`src/rtl/imem_loader.sv`:
```
// Program loader for the MIPS32 instruction memory: takes a length-prefixed
// byte stream, packs big-endian 32-bit words and writes them at successive addresses.
module imem_loader #(
  parameter int                ADDR_W    = 8,
  parameter logic [ADDR_W-1:0] BASE_ADDR = '0
) (
  input  logic              clk,
  input  logic              reset,
  input  logic              start,
  input  logic              abort,
  input  logic              byte_valid,
  input  logic [7:0]        byte_data,
  output logic              byte_ready,
  output logic              we,
  output logic [ADDR_W-1:0] waddr,
  output logic [31:0]       wdata,
  output logic              busy,
  output logic              done
);

  localparam int CNT_W = ADDR_W + 1;

  typedef enum logic [2:0] {
    S_IDLE  = 3'd0,
    S_LEN   = 3'd1,
    S_BYTES = 3'd2,
    S_WRITE = 3'd3,
    S_DONE  = 3'd4
  } state_t;

  state_t            state, state_nxt;
  logic [31:0]       shift;
  logic [1:0]        byte_idx;
  logic [ADDR_W-1:0] addr;
  logic [CNT_W-1:0]  remaining;
  logic              accept;

  // A zero length byte stands for a completely filled memory.
  function automatic logic [CNT_W-1:0] len_to_count(input logic [7:0] len);
    if (len == 8'd0) return {1'b1, {ADDR_W{1'b0}}};
    return CNT_W'(len);
  endfunction

  assign byte_ready = (state == S_LEN) || (state == S_BYTES);
  assign accept     = byte_valid && byte_ready;
  assign we         = (state == S_WRITE);
  assign busy       = (state != S_IDLE);
  assign done       = (state == S_DONE);
  assign waddr      = addr;
  assign wdata      = shift;

  always_ff @(posedge clk or posedge reset) begin
    if (reset) state <= S_IDLE;
    else       state <= state_nxt;
  end

  always_comb begin
    state_nxt = state;
    case (state)
      S_IDLE:  if (start) state_nxt = S_LEN;
      S_LEN: begin
        if (abort)       state_nxt = S_IDLE;
        else if (accept) state_nxt = S_BYTES;
      end
      S_BYTES: begin
        if (abort)                            state_nxt = S_IDLE;
        else if (accept && byte_idx == 2'd3)  state_nxt = S_WRITE;
      end
      // The write itself is issued in this state, so abort here still lands it.
      S_WRITE: begin
        if (abort)                             state_nxt = S_IDLE;
        else if (remaining == CNT_W'(1))       state_nxt = S_DONE;
        else                                   state_nxt = S_BYTES;
      end
      S_DONE:  state_nxt = S_IDLE;
      default: state_nxt = S_IDLE;
    endcase
  end

  always_ff @(posedge clk or posedge reset) begin
    if (reset) begin
      shift     <= '0;
      byte_idx  <= '0;
      addr      <= '0;
      remaining <= '0;
    end else begin
      case (state)
        S_LEN: begin
          if (accept && !abort) begin
            remaining <= len_to_count(byte_data);
            addr      <= BASE_ADDR;
            byte_idx  <= 2'd0;
          end
        end
        S_BYTES: begin
          if (accept && !abort) begin
            shift    <= {shift[23:0], byte_data};
            byte_idx <= byte_idx + 2'd1;
          end
        end
        S_WRITE: begin
          addr      <= addr + ADDR_W'(1);
          remaining <= remaining - CNT_W'(1);
          byte_idx  <= 2'd0;
        end
        default: ;
      endcase
    end
  end

endmodule

```
`config.mk`:
```
export PLATFORM = sky130hd
export DESIGN_NAME = imem_loader
export DESIGN_NICKNAME = d
export VERILOG_FILES = /design/src/rtl/imem_loader.sv
export SDC_FILE = /design/constraint.sdc
export NUM_CORES = 1
export LEC_CHECK = 0
export ABC_AREA = 1
export BUFFER_PORTS_ARGS = -buffer_cell sky130_fd_sc_hd__buf_2
export CAP_MARGIN = 30
export CELL_PAD_IN_SITES_DETAIL_PLACEMENT = 0
export CELL_PAD_IN_SITES_GLOBAL_PLACEMENT = 1
export CORE_MARGIN = 5
export CORE_UTILIZATION = 35
export CTS_CLUSTER_DIAMETER = 80
export DETAILED_ROUTE_END_ITERATION = 12
export GPL_TIMING_DRIVEN = 0
export PLACE_DENSITY_LB_ADDON = 0.1
export REMOVE_ABC_BUFFERS = 1
export SLEW_MARGIN = 20
export SYNTH_ARGS = -nofsm -noshare
export SYNTH_HDL_FRONTEND = slang
export SYNTH_SLANG_ARGS = --single-unit
export TNS_END_PERCENT = 30
```
`constraint.sdc`:
```
create_clock -name clk -period 1.65 [get_ports clk]
set_input_delay 0.165 -clock clk [delete_from_list [all_inputs] [get_ports clk]]
set_output_delay 0.165 -clock clk [all_outputs]
set_load 0.03 [all_outputs]
```
==> results.py, run 1 <==
metrics = {
    "run_status": {
        "status": "completed",
    },
    "detailed_routing": {
        "firstDrtPassIters": 4,
        "ant_nets": 0,
        "vias": 2132,
        "drtIter0Drc": 81,
        "wl_mm": 5.816,
        "routedWlPerCell_um": 12.51,
        "drc_errors": 0,
        "routed_via_density": 4.585,
    },
    "synth": {
        "netlist.area_leader.share": 0.5266,
        "avgSynthCellArea_um2": 8.386,
        "synth_area_mm2": 0.002566,
        "yosys_warnings": 0,
        "synth_top_area_cell": "dfrtp_1",
        "netlist_instances": 306,
        "synth-seq-cells": 54,
        "synth_cell_types": 25,
        "ys_seq_area_frac": 0.5266,
        "netlist_top_cells_area": "dfrtp_1, nand2_1, o21ai_0, inv_1, nor2_1",
    },
    "worst_setup_path": {
        "cp.required_ps": 1480,
        "crit_type": "register to primary output",
        "end_kind": "primary output",
        "startpoint_type": "register",
        "cp_data_arrival_time_ps": 1360,
        "cp_max_fo": 15,
    },
    "floorplan": {
        "rows": 31,
        "core_area_mm2": 0.007214,
        "start_util": 0.3557,
        "die_height_um": 95.63,
        "dieWidth_um": 95.63,
        "io_pins": 57,
        "dieArea_mm2": 0.009144,
    },
    "timing": {
        "setup_viol": 0,
        "relSlewSlack": 0.8211,
        "finalCriticalPeriod_ps": 1524,
        "worst_pin_slew_ps": 268.3,
        "finalClockSkew_ps": 9.067,
        "setup_ws_ps": 126.2,
        "clock.fmax_mhz": 656.2,
        "rsz0062_at_grt": "no",
        "maxSlewViolCount": 0,
        "hold_viol_final": 0,
        "fin_crit_sh": 0.9235,
    },
    "place": {
        "io_buffers": 56,
        "place_ws_ps": -35.36,
        "place.gp.congestion": 0.7593,
        "dpl_cell_area_mm2": 0.002917,
        "dp.cells": 455,
        "place_hpwl_mm": 4.071,
    },
    "cts": {
        "clkLatencyLatePin_ps": 310,
        "cts_buffers": 5,
        "cts_max_path_buffers": 2,
        "cts.root.buffer_cell": "clkbuf_8",
        "cts.sinks": 54,
        "cts_tree": "yes",
        "htreeDepth": 2,
        "path_clk_slew_ps": 100,
    },
    "global_routing": {
        "grt_pass1_vias": 2096,
        "grt_pass1_wl_mm": 10.03,
        "grt_antenna_before_repair": 0,
        "grt_max_degree": 38,
        "overflow": 0,
        "track_usage": 0.1407,
    },
    "finish": {
        "fill_cells": 802,
        "post-route-cell-area_mm2": 0.003054,
        "diodes": 0,
        "area_growth_pct": 19.02,
        "layout.cells.non_filler": 465,
        "drive_gt1_frac": 0.2104,
        "nets": 383,
    },
    "power_and_ir_drop": {
        "p_leak_uw": 0.001579,
        "peakVddDrop_mv": 0.9035,
        "power_density_mw_per_mm2": 1916,
    },
    "min_path": {
        "hp-class": "primary input to register",
    },
    "run": {
        "drv_cap": 0,
    },
}
==> final timing paths <==
kind,slack (ps),startpoint,endpoint,cells after the start
max in group asynchronous,810,reset,remaining[1],4
min in group asynchronous,350,reset,wdata[28],3
worst max register to register,140,state[0],wdata[1],7
worst min register to register,480,wdata[28],wdata[28],2
worst min-delay path,80,byte_data[2],wdata[2],3
worst max-delay path,130,state[2],we,4
==> per-stage QoR <==
stage | hold slack, ps | power, µW | utilization | TNS, ps
after floorplan | 237.0 | 4306 | - | 0
after global placement | 394.3 | 5119 | 0.4011 | -38000
after detailed placement | 137.4 | 5150 | 0.4043 | -220.6
after CTS | 69.06 | 5937 | 0.4204 | 0
after global routing | 107.9 | 6369 | 0.4233 | 0
final | 80.44 | 5852 | 0.4233 | 0
==> placed cells by master, fill, tap and decap left out, drive strengths merged <==
cell         instances
a21oi                5
buf                 59
clkbuf               5
clkinv               3
dfrtp               54
dlygate4sd3          1
ha                   4
inv                 39
nand2               99
nand3               18
nand3b               1
nand4                3
nor2                27
nor3                 3
o211ai               8
o21ai               34
o21bai               1
o22ai                1
o31ai                1
==> cells in the mapped netlist (all sizes together) <==
cell type	count
o31ai	1
dfrtp	54
nand2	99
o22ai	1
nor2	27
inv	40
ha	4
o21bai	1
a21oi	5
nand3b	1
buf	7
nand4	3
nor3	3
o211ai	8
o21ai	34
nand3	18
==> per-layer routing <==
metal	share of wire	wire length, µm	global-route usage	vias up
li1	-	-	-	1093
met5	0	0	0	-
met1	0.46	2693	0.1862	994
met4	0.012	70	0.03910	0
met2	0.48	2763	0.2287	40
met3	0.050	289	0.03473	5
==> registers in the layout, indices dropped and copies added, names as in the netlist <==
register / cells
waddr: 8
remaining: 9
wdata: 32
byte_idx: 2
state: 3
==> logic make-up after synthesis <==
group | Yosys count | synth area share
and+or+nand+nor | 151 | 0.2569
DFF | 54 | 0.5266
AOI/OAI and AO/OA | 50 | 0.1078
buffers and inverters | 47 | 0.08922
adders and majority gates | 4 | 0.01950
==> layout make-up <==
class | instances | area, µm² | share of cell area
flip-flops and latches | 54 | 1351 | 0.4424
clock inverters | 2 | 10.01 | 0.003277
clock buffers | 5 | 68.82 | 0.02253
well taps | 99 | 123.9 | 0.04056
multi-input cells | 205 | 1002 | 0.3281
inverters | 40 | 172.7 | 0.05653
repair buffers | 60 | 325.3 | 0.1065
==> worst max-delay path, cell delays in order (launching register included) <==
cell	delay, ps
dfrtp_1	440
inv_2	140
nand3_4	120
inv_8	130
buf_2	210
==> repair_timing <==
item / 4_1_cts / 5_1_grt
setup buffers: 1 / 1
gates resized for setup: 6 / 2
hold endpoints to repair: 17 / 0
setup endpoints to repair: 17 / 21
hold buffers: 1 / 0
cloned: 0 / 0
==> power breakdown <==
part	internal, µW	total, µW	switching (µW)	leakage [µW]
clock network	287	715	429	0.0000438
logic	849	2850	2000	0.000847
registers	1880	2290	406	0.000687
total	3020	5850	2840	0.00158
Power figures use the tool's default switching activity.
==> run 2: changes to the inputs <==
==> constraint.sdc (replaced) <==
create_clock -name clk -period 1.65 [get_ports clk]
set_input_delay 0.0825 -clock clk [delete_from_list [all_inputs] [get_ports clk]]
set_output_delay 0.0825 -clock clk [all_outputs]
set_load 0.03 [all_outputs]
==> results.py, run 2 (synthesis results as in run 1) <==
metrics = {
    "worst_setup_path": {
        "startpoint_type": "register",
        "cp_data_arrival_time_ps": 1460,
        "cp_num_cells": 4,
        "cp.required_ps": 1570,
        "cpPeakStageDelay_ps": 440,
        "reg2reg_from": "state[0]",
        "worstPathBufferInverterCount": 3,
        "path_cells": "inv_2 > nand3_4 > inv_8 > buf_2",
        "startpoint": "state[2]",
        "rr_worst_depth": 7,
        "cp_max_fo": 15,
        "r2r_end": "wdata[1]",
        "endpoint": "we",
        "critPathTopFamily": "buffers and inverters",
        "crit_type": "register to primary output",
        "end_kind": "primary output",
        "critPathSlowestCell": "dfrtp_1",
        "ff2ff_setup_slack_ps": 130,
    },
    "global_routing": {
        "overflow": 0,
        "grt_pass1_wl_mm": 9.970,
        "grt_max_degree": 38,
        "track_usage": 0.1399,
        "grt_pass1_vias": 2086,
        "grt_antenna_before_repair": 0,
    },
    "cts": {
        "cts_tree": "yes",
        "cts.root.buffer_cell": "clkbuf_8",
        "cts.sinks": 54,
        "path_clk_slew_ps": 100,
        "clkLatencyLatePin_ps": 300,
        "cts_max_path_buffers": 2,
        "cts_buffers": 5,
        "htreeDepth": 2,
    },
    "floorplan": {
        "io_pins": 57,
        "rows": 31,
        "start_util": 0.3557,
        "core_area_mm2": 0.007214,
        "dieWidth_um": 95.63,
        "die_height_um": 95.63,
        "dieArea_mm2": 0.009144,
    },
    "timing": {
        "finalClockSkew_ps": 8.906,
        "clock.fmax_mhz": 648.4,
        "setup_viol": 0,
        "maxSlewViolCount": 0,
        "fin_setup_tns_ps": 0,
        "hold_viol_final": 0,
        "fin_crit_sh": 0.9348,
        "relSlewSlack": 0.8199,
        "rsz0062_at_grt": "yes",
        "finalCriticalPeriod_ps": 1542,
        "worst_pin_slew_ps": 270.2,
    },
    "min_path": {
        "hp-class": "primary input to register",
    },
    "finish": {
        "largest_reg_flops": 32,
        "area_growth_pct": 19.70,
        "layout.cells.non_filler": 467,
        "diodes": 0,
        "final_common_cell": "nand2_1",
        "nets": 385,
        "layout_common_cells": "nand2_1, buf_2, dfrtp_1",
        "drive_gt1_frac": 0.2120,
    },
    "place": {
        "io_buffers": 56,
        "place_hpwl_mm": 4.071,
        "dp.cells": 455,
        "place.gp.congestion": 0.7593,
    },
    "detailed_routing": {
        "routed_via_density": 4.578,
        "wl_mm": 5.763,
        "drc_errors": 0,
        "drtIter0Drc": 81,
        "vias": 2138,
        "routedWlPerCell_um": 12.34,
        "ant_nets": 0,
        "firstDrtPassIters": 4,
    },
    "power_and_ir_drop": {
        "p_leak_uw": 0.001586,
        "p_total_uw": 5849,
        "peakVddDrop_mv": 0.9060,
        "power_density_mw_per_mm2": 1904,
    },
    "run_status": {
        "status": "completed",
    },
    "run": {
        "drv_cap": 0,
    },
}
==> run 2: changes by cell type in the layout (fill, tap and decap cells not counted), sizes merged <==
cell	previous run	this run
dlygate4sd3	1	2
buf	59	60
==> run 2: area by class of cell <==
class                   instances  area (µm²)
fillers                       802        4143
inverters                      40       172.7
clock buffers                   5       68.82
clock inverters                 2       10.01
multi-input cells             205        1002
well taps                      99       123.9
repair buffers                 62       342.8
flip-flops and latches         54        1351
==> run 2: worst min path at each step <==
stage / startpoint / to / cells past startpoint
CTS: byte_data[6] / wdata[6] / 3
detailed placement: reset / wdata[28] / 2
global route: byte_data[1] / wdata[1] / 3
global placement: byte_data[2] / wdata[2] / 3
floorplan: abort / state[2] / 1
finish: byte_data[6] / wdata[6] / 3
==> run 2: repair_timing <==
action | in CTS | in global routing
resized for setup | 5 | 3
cloned | 0 | 0
buffers inserted | 0 | 3
endpoints found under the setup margin | 17 | 21
endpoints found under the hold margin | 18 | 0
hold buffers | 2 | 0
==> run 2: metrics by stage <==
step           area [µm²]  hold slack [ps]    util  setup slack, ps
5_1_grt              3072            34.87  0.4258           -6.313
4_1_cts              3033            9.232  0.4204            7.813
3_3_place_gp         2894            311.8  0.4011           -621.2
3_5_place_dp         2917            54.93  0.4043           -35.36
2_1_floorplan        2490            154.5       -            222.2
6_report             3072            15.85  0.4258            107.6
==> run 2: where the power goes <==
part	total, µW	internal (µW)	switching, µW
Combinational	2840	852	1990
Sequential	2290	1880	410
Clock	714	287	427
Total	5850	3020	2830
==> run 2: per-layer routing <==
layer | up-vias | global-route usage | wire [µm]
met5 | - | 0 | 0
met4 | 0 | 0.03910 | 70
met3 | 5 | 0.03473 | 295
met2 | 45 | 0.2252 | 2732
met1 | 989 | 0.1867 | 2665
li1 | 1099 | - | -
==> run 2: tightest hold or removal path, stage by stage <==
cell     delay, ps
buf_2           90
nand2_1         50
o21ai_0         60
==> run 3: changes to the inputs <==
--- a/config.mk
+++ b/config.mk
@@ -15,7 +15,7 @@
 export CTS_CLUSTER_DIAMETER = 80
 export DETAILED_ROUTE_END_ITERATION = 12
 export GPL_TIMING_DRIVEN = 0
-export PLACE_DENSITY_LB_ADDON = 0.1
+export PLACE_DENSITY = 0.82
 export REMOVE_ABC_BUFFERS = 1
 export SLEW_MARGIN = 20
 export SYNTH_ARGS = -nofsm -noshare
==> results.py, run 3 (synthesis results as in run 1) <==
metrics = {
    "timing": {
        "setup_viol": 0,
        "maxSlewViolCount": 0,
        "finalClockSkew_ps": 6.228,
        "relSlewSlack": 0.5486,
        "rsz0062_at_grt": "no",
        "finalCriticalPeriod_ps": 1551,
        "clock.fmax_mhz": 644.9,
        "hold_viol_final": 0,
        "fin_crit_sh": 0.9398,
        "worst_pin_slew_ps": 677.1,
        "fin_setup_tns_ps": 0,
    },
    "finish": {
        "layout.cells.non_filler": 463,
        "area_growth_pct": 18.63,
        "nets": 380,
        "final_common_cell": "nand2_1",
        "largest_reg_flops": 32,
        "diodes": 0,
        "fill_cells": 792,
        "drive_gt1_frac": 0.2060,
        "layout_common_cells": "nand2_1, buf_2, dfrtp_1",
    },
    "detailed_routing": {
        "drtIter0Drc": 66,
        "vias": 2084,
        "ant_nets": 0,
        "routedWlPerCell_um": 11.98,
        "wl_mm": 5.547,
        "drc_errors": 0,
        "routed_via_density": 4.501,
        "firstDrtPassIters": 4,
    },
    "worst_setup_path": {
        "startpoint_type": "register",
        "cp.required_ps": 1570,
        "cp_data_arrival_time_ps": 1470,
        "cp_max_fo": 15,
        "end_kind": "primary output",
        "crit_type": "register to primary output",
    },
    "run": {
        "drv_cap": 0,
    },
    "power_and_ir_drop": {
        "peakVddDrop_mv": 1.008,
        "p_leak_uw": 0.001565,
        "power_density_mw_per_mm2": 1944,
    },
    "floorplan": {
        "core_area_mm2": 0.007214,
        "die_height_um": 95.63,
        "start_util": 0.3557,
        "rows": 31,
        "dieWidth_um": 95.63,
        "dieArea_mm2": 0.009144,
        "io_pins": 57,
    },
    "cts": {
        "cts_max_path_buffers": 2,
        "cts.sinks": 54,
        "htreeDepth": 2,
        "cts.root.buffer_cell": "clkbuf_8",
        "path_clk_slew_ps": 100,
        "postCtsSetupBuffers": 0,
        "cts_buffers": 5,
        "clkLatencyLatePin_ps": 310,
        "cts_tree": "yes",
    },
    "place": {
        "dp.cells": 454,
        "place_hpwl_mm": 3.911,
        "place.gp.congestion": 0.8260,
        "io_buffers": 56,
    },
    "global_routing": {
        "overflow": 0,
        "grt_pass1_wl_mm": 9.321,
        "grt_pass1_vias": 2002,
        "grt_max_degree": 55,
        "grt_antenna_before_repair": 0,
        "track_usage": 0.1284,
    },
    "run_status": {
        "status": "completed",
    },
    "min_path": {
        "hp-class": "primary input to register",
    },
}
## run 3: cell types whose count changed in the layout (fill, tap and decap cells not counted)
cell           previous run  this run
clkinv_8                  1         2
dlygate4sd3_1             2         1
inv_8                     1         0
buf_4                     3         0
clkbuf_8                  5         6
clkinv_2                  2         0
clkinvlp_4                0         1
buf_12                    1         0
inv_6                     0         1
## run 3: layer usage
layer,vias to the layer above,track usage,routed length [µm]
li1,1088,-,-
met1,954,0.1677,2685
met2,36,0.2177,2621
met3,6,0.02289,182
met4,0,0.03555,58
met5,-,0,0
## run 3: through the flow
| step | utilization | hold WS, ps | power (µW) | instance area [µm²] | setup slack [ps] |
|---|---|---|---|---|---|
| 2_1_floorplan | - | 154.5 | 4306 | 2490 | 222.2 |
| 3_3_place_gp | 0.4011 | 320.1 | 5076 | 2894 | -523.0 |
| 3_5_place_dp | 0.4015 | 241.7 | 5130 | 2897 | -18.64 |
| 4_1_cts | 0.4187 | 1.968 | 5961 | 3020 | 4.674 |
| 5_1_grt | 0.4220 | 18.41 | 6394 | 3044 | 2.748 |
| 6_report | 0.4220 | 5.654 | 5917 | 3044 | 99.33 |
## run 3: layout make-up
type,instances,area [µm²],share of cell area
Sequential cell,54,1351,0.4439
Timing Repair Buffer,57,290.3,0.09536
Inverter,40,177.7,0.05836
Tap cell,99,123.9,0.04069
Clock buffer,6,82.58,0.02713
Multi-Input combinational cell,205,1002,0.3292
Clock inverter,2,16.27,0.005343
## run 3: what timing repair did
action | in CTS | in global routing
resized for setup | 4 | 5
hold buffers | 1 | 0
endpoints found under the hold margin | 54 | 0
endpoints found under the setup margin | 12 | 21
## run 3: critical path, cell delays in order (launching register included)
cell,delay [ps]
dfrtp_1,440
inv_2,140
nand3_4,210
clkinv_8,160
buf_2,210
## run 3: power by group
| group | switching (µW) | internal, µW | total (µW) | leakage (µW) |
|---|---|---|---|---|
| registers | 403 | 1880 | 2280 | 0.000687 |
| logic | 2010 | 822 | 2830 | 0.000830 |
| clock network | 461 | 347 | 807 | 0.0000478 |
| total | 2870 | 3050 | 5920 | 0.00157 |
## run 3: worst paths after layout
kind | start | endpoint | slack [ps] | cells past startpoint
min | byte_data[6] | wdata[6] | 6 | 3
max reg2reg | state[0] | wdata[7] | 150 | 7
max | state[2] | we | 100 | 4
max in group asynchronous | reset | waddr[1] | 780 | 3
min in group asynchronous | reset | wdata[28] | 420 | 3
min reg2reg | wdata[31] | wdata[31] | 480 | 2
